**src/rtl/ram_stream_loader_pkg.sv**
```systemverilog
// Shared definitions for the RAM stream loader: FSM state encoding and
// framing constants.
package ram_stream_loader_pkg;

  typedef enum logic [2:0] {
    IDLE    = 3'd0,
    LEN_HI  = 3'd1,
    LEN_LO  = 3'd2,
    DATA_HI = 3'd3,
    DATA_LO = 3'd4,
    WRITE   = 3'd5
  } state_t;

  localparam int BYTES_PER_WORD = 2;
  localparam int RAM4K_ADDR_W   = 12;

endpackage

```
**src/rtl/ram_stream_loader_byte_pair_assembler.sv**
```systemverilog
// Pairs consecutive accepted bytes into a big-endian word; word_valid is
// asserted combinationally on the cycle the second byte is accepted.
module ram_stream_loader_byte_pair_assembler
  import ram_stream_loader_pkg::*;
(
  input  logic                        clk,
  input  logic                        reset,
  input  logic                        clear,
  input  logic [7:0]                  byte_in,
  input  logic                        fire,
  output logic [8*BYTES_PER_WORD-1:0] word,
  output logic                        word_valid
);

  logic [7:0] hi_reg;
  logic       phase_reg;

  always_ff @(posedge clk) begin
    if (reset || clear) begin
      hi_reg    <= 8'h00;
      phase_reg <= 1'b0;
    end else if (fire) begin
      if (!phase_reg) begin
        hi_reg <= byte_in;
      end
      phase_reg <= ~phase_reg;
    end
  end

  // The low byte is used straight from the stream so the FSM can act on the
  // complete word at the same edge that accepts it.
  assign word       = {hi_reg, byte_in};
  assign word_valid = fire && phase_reg;

endmodule

```
**src/rtl/ram_stream_loader.sv**
```systemverilog
// Loads a length-prefixed big-endian word stream into RAM from address 0,
// passing the CPU write port through whenever the loader is idle.
module ram_stream_loader
  import ram_stream_loader_pkg::*;
#(
  parameter int ADDR_W = RAM4K_ADDR_W,
  parameter int DATA_W = 16
) (
  input  logic              clk,
  input  logic              reset,
  input  logic              start,
  input  logic [7:0]        byte_in,
  input  logic              byte_valid,
  output logic              byte_ready,
  input  logic [DATA_W-1:0] cpu_in,
  input  logic              cpu_load,
  input  logic [ADDR_W-1:0] cpu_address,
  output logic [DATA_W-1:0] mem_in,
  output logic              mem_load,
  output logic [ADDR_W-1:0] mem_address,
  output logic              busy,
  output logic              done,
  output logic              error
);

  localparam int         CNT_W = ADDR_W + 1;
  localparam logic [16:0] DEPTH = 17'd1 << ADDR_W;

  state_t             state_reg;
  logic [15:0]        len_reg;
  logic [DATA_W-1:0]  word_reg;
  logic [CNT_W-1:0]   addr_cnt_reg;
  logic               done_reg;
  logic               error_reg;

  logic               byte_fire;
  logic               start_accept;
  logic [15:0]        asm_word;
  logic               asm_valid;
  logic [16:0]        addr_next;

  assign byte_ready   = (state_reg == LEN_HI) || (state_reg == LEN_LO) ||
                        (state_reg == DATA_HI) || (state_reg == DATA_LO);
  assign byte_fire    = byte_valid && byte_ready;
  assign start_accept = start && (state_reg == IDLE);
  assign addr_next    = 17'(addr_cnt_reg) + 17'd1;
  assign busy         = (state_reg != IDLE);
  assign done         = done_reg;
  assign error        = error_reg;

  ram_stream_loader_byte_pair_assembler u_asm (
    .clk        (clk),
    .reset      (reset),
    .clear      (start_accept),
    .byte_in    (byte_in),
    .fire       (byte_fire),
    .word       (asm_word),
    .word_valid (asm_valid)
  );

  always_ff @(posedge clk) begin
    if (reset) begin
      state_reg    <= IDLE;
      len_reg      <= 16'h0000;
      word_reg     <= '0;
      addr_cnt_reg <= '0;
      done_reg     <= 1'b0;
      error_reg    <= 1'b0;
    end else begin
      done_reg <= 1'b0;
      case (state_reg)
        IDLE: begin
          if (start) begin
            error_reg <= 1'b0;
            state_reg <= LEN_HI;
          end
        end
        LEN_HI: begin
          if (byte_fire) state_reg <= LEN_LO;
        end
        LEN_LO: begin
          if (asm_valid) begin
            len_reg <= asm_word;
            if (asm_word == 16'h0000) begin
              done_reg  <= 1'b1;
              state_reg <= IDLE;
            end else if ({1'b0, asm_word} > DEPTH) begin
              error_reg <= 1'b1;
              state_reg <= IDLE;
            end else begin
              addr_cnt_reg <= '0;
              state_reg    <= DATA_HI;
            end
          end
        end
        DATA_HI: begin
          if (byte_fire) state_reg <= DATA_LO;
        end
        DATA_LO: begin
          if (asm_valid) begin
            word_reg  <= asm_word;
            state_reg <= WRITE;
          end
        end
        WRITE: begin
          // Counter is one bit wider than the address so N = depth compares cleanly.
          if (addr_next == {1'b0, len_reg}) begin
            done_reg  <= 1'b1;
            state_reg <= IDLE;
          end else begin
            addr_cnt_reg <= addr_cnt_reg + 1'b1;
            state_reg    <= DATA_HI;
          end
        end
        default: state_reg <= IDLE;
      endcase
    end
  end

  always_comb begin
    mem_in      = cpu_in;
    mem_load    = cpu_load;
    mem_address = cpu_address;
    if (state_reg != IDLE) begin
      mem_in      = word_reg;
      mem_load    = (state_reg == WRITE);
      mem_address = addr_cnt_reg[ADDR_W-1:0];
    end
  end

endmodule

```
**config.mk**
```make
export PLATFORM = sky130hd
export DESIGN_NAME = ram_stream_loader
export DESIGN_NICKNAME = d
export VERILOG_FILES = /design/src/rtl/ram_stream_loader_pkg.sv /design/src/rtl/ram_stream_loader_byte_pair_assembler.sv /design/src/rtl/ram_stream_loader.sv
export SDC_FILE = /design/constraint.sdc
export NUM_CORES = 1
export LEC_CHECK = 0
export ABC_AREA = 1
export CAP_MARGIN = 20
export CELL_PAD_IN_SITES_DETAIL_PLACEMENT = 2
export CELL_PAD_IN_SITES_GLOBAL_PLACEMENT = 2
export CORE_MARGIN = 3
export CORE_UTILIZATION = 30
export CTS_BUF_LIST = sky130_fd_sc_hd__clkbuf_8
export CTS_CLUSTER_SIZE = 28
export DETAILED_ROUTE_END_ITERATION = 8
export HOLD_SLACK_MARGIN = 0.05
export PLACE_DENSITY_LB_ADDON = 0.1
export SYNTH_ARGS = -nofsm -noshare
export SYNTH_HDL_FRONTEND = slang
export SYNTH_HIERARCHICAL = 1
export SYNTH_SLANG_ARGS = --single-unit
```
**constraint.sdc**
```tcl
create_clock -name clk -period 6.1 [get_ports clk]
set_clock_uncertainty 0.15 [all_clocks]
set_input_delay 1.22 -clock clk [delete_from_list [all_inputs] [get_ports clk]]
set_output_delay 1.22 -clock clk [all_outputs]
set_load 0.01 [all_outputs]
```
### Yosys cells after proc, flatten, opt, wreduce, memory -nomap -nowiden

Index checks and enable logic that the tools add are counted.

* register bits after elaboration: 59
* bits of input ports: 41
* output and inout bits: 33
* logic and storage cells: 71

* $add $sub $neg: 2
* $lt $le $gt $ge: 1
* eq/ne operators: 15
* multiplexer cells: 26
* bitwise logic cells: 1
* reductions and logical operators: 18

Operators with widths (count)
* 13-bit two-way mux: 4
* 13-bit one-hot mux with 2 select lines: 1
* 3-bit one-hot mux with 6 select lines: 1
* 14-bit by 16-bit equality test with 1-bit output: 1
* 16-bit by 13-bit > comparator with 1-bit output (second input constant): 1
* 16-bit logical NOT: 1
* 16-bit two-way mux: 1
* 3-bit two-way mux: 5
* 5-bit AND reduction: 3
* 13-bit by 1-bit adder with 14-bit output (second input constant): 1
* 13-bit by 1-bit adder with 13-bit output (second input constant): 1
* 12-bit two-way mux: 1
* 2-bit != test (second input constant): 6
* 1-bit two-way mux: 8
* 3-bit by 2-bit equality test with 1-bit output (second input constant): 2
* 3-bit equality test (second input constant): 2
* 2-bit two-way mux: 3
* 2-bit by 1-bit != test with 1-bit output (second input constant): 3
* 2-bit AND reduction: 3
* 1-bit logical OR: 4
* 1-bit one-hot mux with 2 select lines: 2
* 2-bit nonzero test: 2
* 3-bit by 1-bit equality test with 1-bit output (second input constant): 1
* 1-bit logical AND: 3
* 3 further kinds: 3

### Logic depth before layout (Yosys ltp)

* depth after elaboration: 8
* gate-level depth with buffers: 18
* mapped depth without buffers: 17

### Cells and area by module

The synthesis kept the hierarchy.

Modules (own cells, without submodules)
* ram_stream_loader: instances 1, cells each 488, area each 3016.6 um^2, seq. area each 1001.0 um^2
* ram_stream_loader_byte_pair_assembler: instances 1, cells each 66, area each 452.9 um^2, seq. area each 180.2 um^2

### Worst setup path before layout

Ideal clock, no wire load.

* kind: input port to flip-flop
* from: in byte_valid
* to: reg len_reg[0]
* library setup time: 128 ps
* arrival: 2641 ps
* data required time: 5822 ps
* path slack: 3180 ps
* stages on the path: 10
* buffers on the path: 2
* cell sequence: a21boi_0 -> buf_6 -> nand2_1 -> inv_1 -> inv_1 -> nor2_1 -> inv_1 -> clkbuf_1 -> o21ai_0 -> a21oi_1

* longest elaborated chain between the ends: 3

RTL lines
* from (decl): line ram_stream_loader.sv:13 `input logic byte_valid,`
* 1-bit logical AND: line ram_stream_loader.sv:44 `assign byte_fire = byte_valid && byte_ready;`
* 1-bit logical AND: line ram_stream_loader_byte_pair_assembler.sv:33 `assign word_valid = fire && phase_reg;`
* net asm_valid: line ram_stream_loader.sv:39 `logic asm_valid;`
* 2-bit AND reduction (no line)
* to (signal assigned): line ram_stream_loader.sv:83 `len_reg <= asm_word;`
* to (decl): line ram_stream_loader.sv:30 `logic [15:0] len_reg;`

The timed path passes the listed nets, and every way through them passes these cells.
A chain may end at the register's enable or synchronous reset.

### Worst setup path in the final report

* from: in byte_valid
* to: reg state_reg[2]

* longest elaborated chain between the ends: 4
* elaborated cells on any way between the ends: 7
* those cells by class: eq/ne: 4; reduce/logical: 3

RTL lines
* 1-bit logical AND *: line ram_stream_loader.sv:44
* net byte_fire: line ram_stream_loader.sv:36 `logic byte_fire;`
* 1-bit logical AND *: line ram_stream_loader_byte_pair_assembler.sv:33
* net asm_valid: line ram_stream_loader.sv:39
* 2-bit != test (no line)
* 5-bit AND reduction (no line) *
* to (signal assigned): line ram_stream_loader.sv:63 `state_reg <= IDLE;`
* to (signal assigned): line ram_stream_loader.sv:75 `state_reg <= LEN_HI;`
* to (signal assigned): line ram_stream_loader.sv:79 `if (byte_fire) state_reg <= LEN_LO;`
* to (decl): line ram_stream_loader.sv:29 `state_t state_reg;`

The timed path passes the listed nets; every way through them passes the cells marked *.

==> reports/results.txt <==
area of the multi-input gates -> 1870 sq um
antenna violations before repair -> 0
via count -> 3,788
Synth Net Count -> 596
Hold Startpoint -> word_reg[1]
vias in the first global route -> 4,072
MaxCap Viol Count -> 0
DR iter-0 viols -> 165
TritonCTS Sinks -> 59
WHS Path Cells -> 2
# DRC -> 0
all-layer global routing usage -> 20.7%
FF-to-FF path depth -> 13
die height -> 114 microns
Synth top area share -> 34.0%
leading area contributor after synthesis -> dfxtp_1
relative slew slack -> 34.3%
combinational share of power -> 49.9%
fmax -> 244 MHz
share of cells above drive strength 1 -> 6.02%
PD cells -> 407 nW/um^2
GPL Wtd Cong -> 0.835
CP max FO -> 26
Setup TNS Final -> 0 ps
Mapped Cells -> 554
NetSw -> 0.000783 W
endpoint class of the critical path -> flop
clock buffer depth -> 2
Cells after DPL -> 738
post-synthesis register bit count -> 59
Core Area -> 11,100 sq um
final hold violation count -> 0
post-cts gate resize count -> 0
status -> finished clean
internal power -> 0.00102 W
die area -> 12,900 sq um
Post-synth EDFFs -> 0
H-tree Lvls -> 3
Initial Util -> 31.3%
total power -> 0.00181 W
global-route wire length before repair -> 21,200 microns
Die Width -> 114 microns
I/O Buffers -> 73
antenna cells -> 0
crit path kind -> input pin to flop
Finished Layout Cells -> 755
largest net degree at the start of global routing -> 57
Clock transition at path regs -> 70 ps
Clock Root Buffer -> clkbuf_8
CTS Buf Count -> 9
WHS Endpoint -> word_reg[1]
CTS tree -> yes
hold crit path type -> flop to flop
fillers -> 1,408
Post-synth top flop -> dfxtp_1
Post-CTS Hold Fix Bufs -> 0
Flop pwr share -> 29.3%
asr flop ratio synth -> 0%
drt first pass iters -> 4
final WL -> 12,900 microns
part of the power in the clock network -> 20.8%
most common cell in the netlist -> nand2_1
post-CTS setup buffer count -> 0
mapped cell area -> 3470 sq um
Synth top cells by count -> nand2_1, nor2_1, inv_1
Least-Margin Pin Slew -> 983 ps
Final Setup Violations -> 0
reg-to-reg endpoint -> state_reg[2]
vias per cell -> 5.02
P_leak -> 1.75 nW
DP Worst Slack -> 1720 ps
Reg-to-Reg Start -> state_reg[2]
Tmin final -> 4090 ps
r2r setup slk -> 2460 ps
Net Sw Frac -> 43.4%
ANT nets after route -> 0
IO Count -> 74
Area contributors post-synth -> dfxtp_1, nand2_1, o21ai_0
Critical Path RT -> 6230 ps
Seq/Total Area, Yosys -> 34.0%
Worst Path Arrival -> 4220 ps
setup ws final -> 2010 ps
Rows -> 38
Net count, final -> 652
flip-flop and latch area -> 1180 sq um
crit share post-route -> 67.1%
synth-to-layout area growth -> 28.0%
overflow left after global routing -> 0
max-slew violations -> 0
synth unique cells -> 32
Clock Latency Late Sink -> 350 ps
Synth warnings -> 6
Post-Syn Area per Cell -> 6.26 sq um
DP Wirelength -> 9700 microns
type of origin of the critical path -> input pin
unrepaired setup endpoints after global routing -> false
worst vdd ir -> 0.328 mV
drt wl/cell -> 17.1 microns
[kinds of logic after synthesis]
logic type               synth area share, %
AO/OA/AOI/OAI                           16.2
AND/OR/NAND/NOR                         35.3
flip-flops                              34.0
adder cells (fa/ha/maj)                0.361
buffers and inverters                   12.3
XOR/XNOR                                1.84
[worst max path at each step]
stage / start / end / slack [ps] / cells after the start
after CTS: state_reg[0] / mem_address[1] / 1820 / 7
after detailed placement: byte_valid / state_reg[2] / 1720 / 11
after floorplan: byte_valid / len_reg[0] / 3180 / 10
final: byte_valid / state_reg[2] / 2010 / 11
after global routing: byte_valid / state_reg[2] / 1670 / 11
after global placement: byte_valid / state_reg[2] / 1990 / 11
[worst max-delay path, cell delays in order]
cell	delay, ps
clkdlybuf4s50_1	460
a21boi_0	190
buf_4	210
nand2_1	90
inv_1	120
inv_1	60
nand2_1	720
o21ai_0	270
nor3_1	520
o21ai_0	160
a31oi_1	190
[cell usage in the layout, fill, tap and decap left out, drive strengths merged, types with 5 or more instances in the layout]
master	count
nand2	140
nor2	75
clkdlybuf4s50	73
inv	67
o21ai	62
dfxtp	59
nand3	51
a21oi	46
clkbuf	10
nand4	5
[per-layer routing]
metal	share of wire (%)	global-route usage (%)
met1	47	26.4
met2	49	36.0
met3	2.8	3.18
met4	1.4	6.25
met5	0	0
[per-stage QoR]
step	hold slack [ps]	util, %	instance area, sq um
2_1_floorplan	275	-	3470
3_5_place_dp	299	38.1	4220
5_1_grt	328	40.1	4440
6_report	305	40.1	4440
4_1_cts	309	39.9	4420
3_3_place_gp	288	38.1	4220
[power by group through the flow]
stage | Combinational (W) | Sequential [W] | Clock (W)
detailed placement | 0.000885 | 0.000538 | 0
CTS | 0.000895 | 0.000530 | 0.000383
floorplan | 0.000542 | 0.000501 | 0
finish | 0.000901 | 0.000530 | 0.000375
global placement | 0.000843 | 0.000534 | 0
global route | 0.00101 | 0.000541 | 0.000405
[area by class of cell]
cell class                      count  share of cell area, %
Timing Repair Buffer               76                   17.2
Tap cell                          140                   3.94
Sequential cell                    59                   26.6
Clock inverter                      6                   1.44
Inverter                           66                   5.58
Clock buffer                       10                   3.10
Multi-Input combinational cell    398                   42.1
Note: power is estimated with default switching activity, not from simulation.
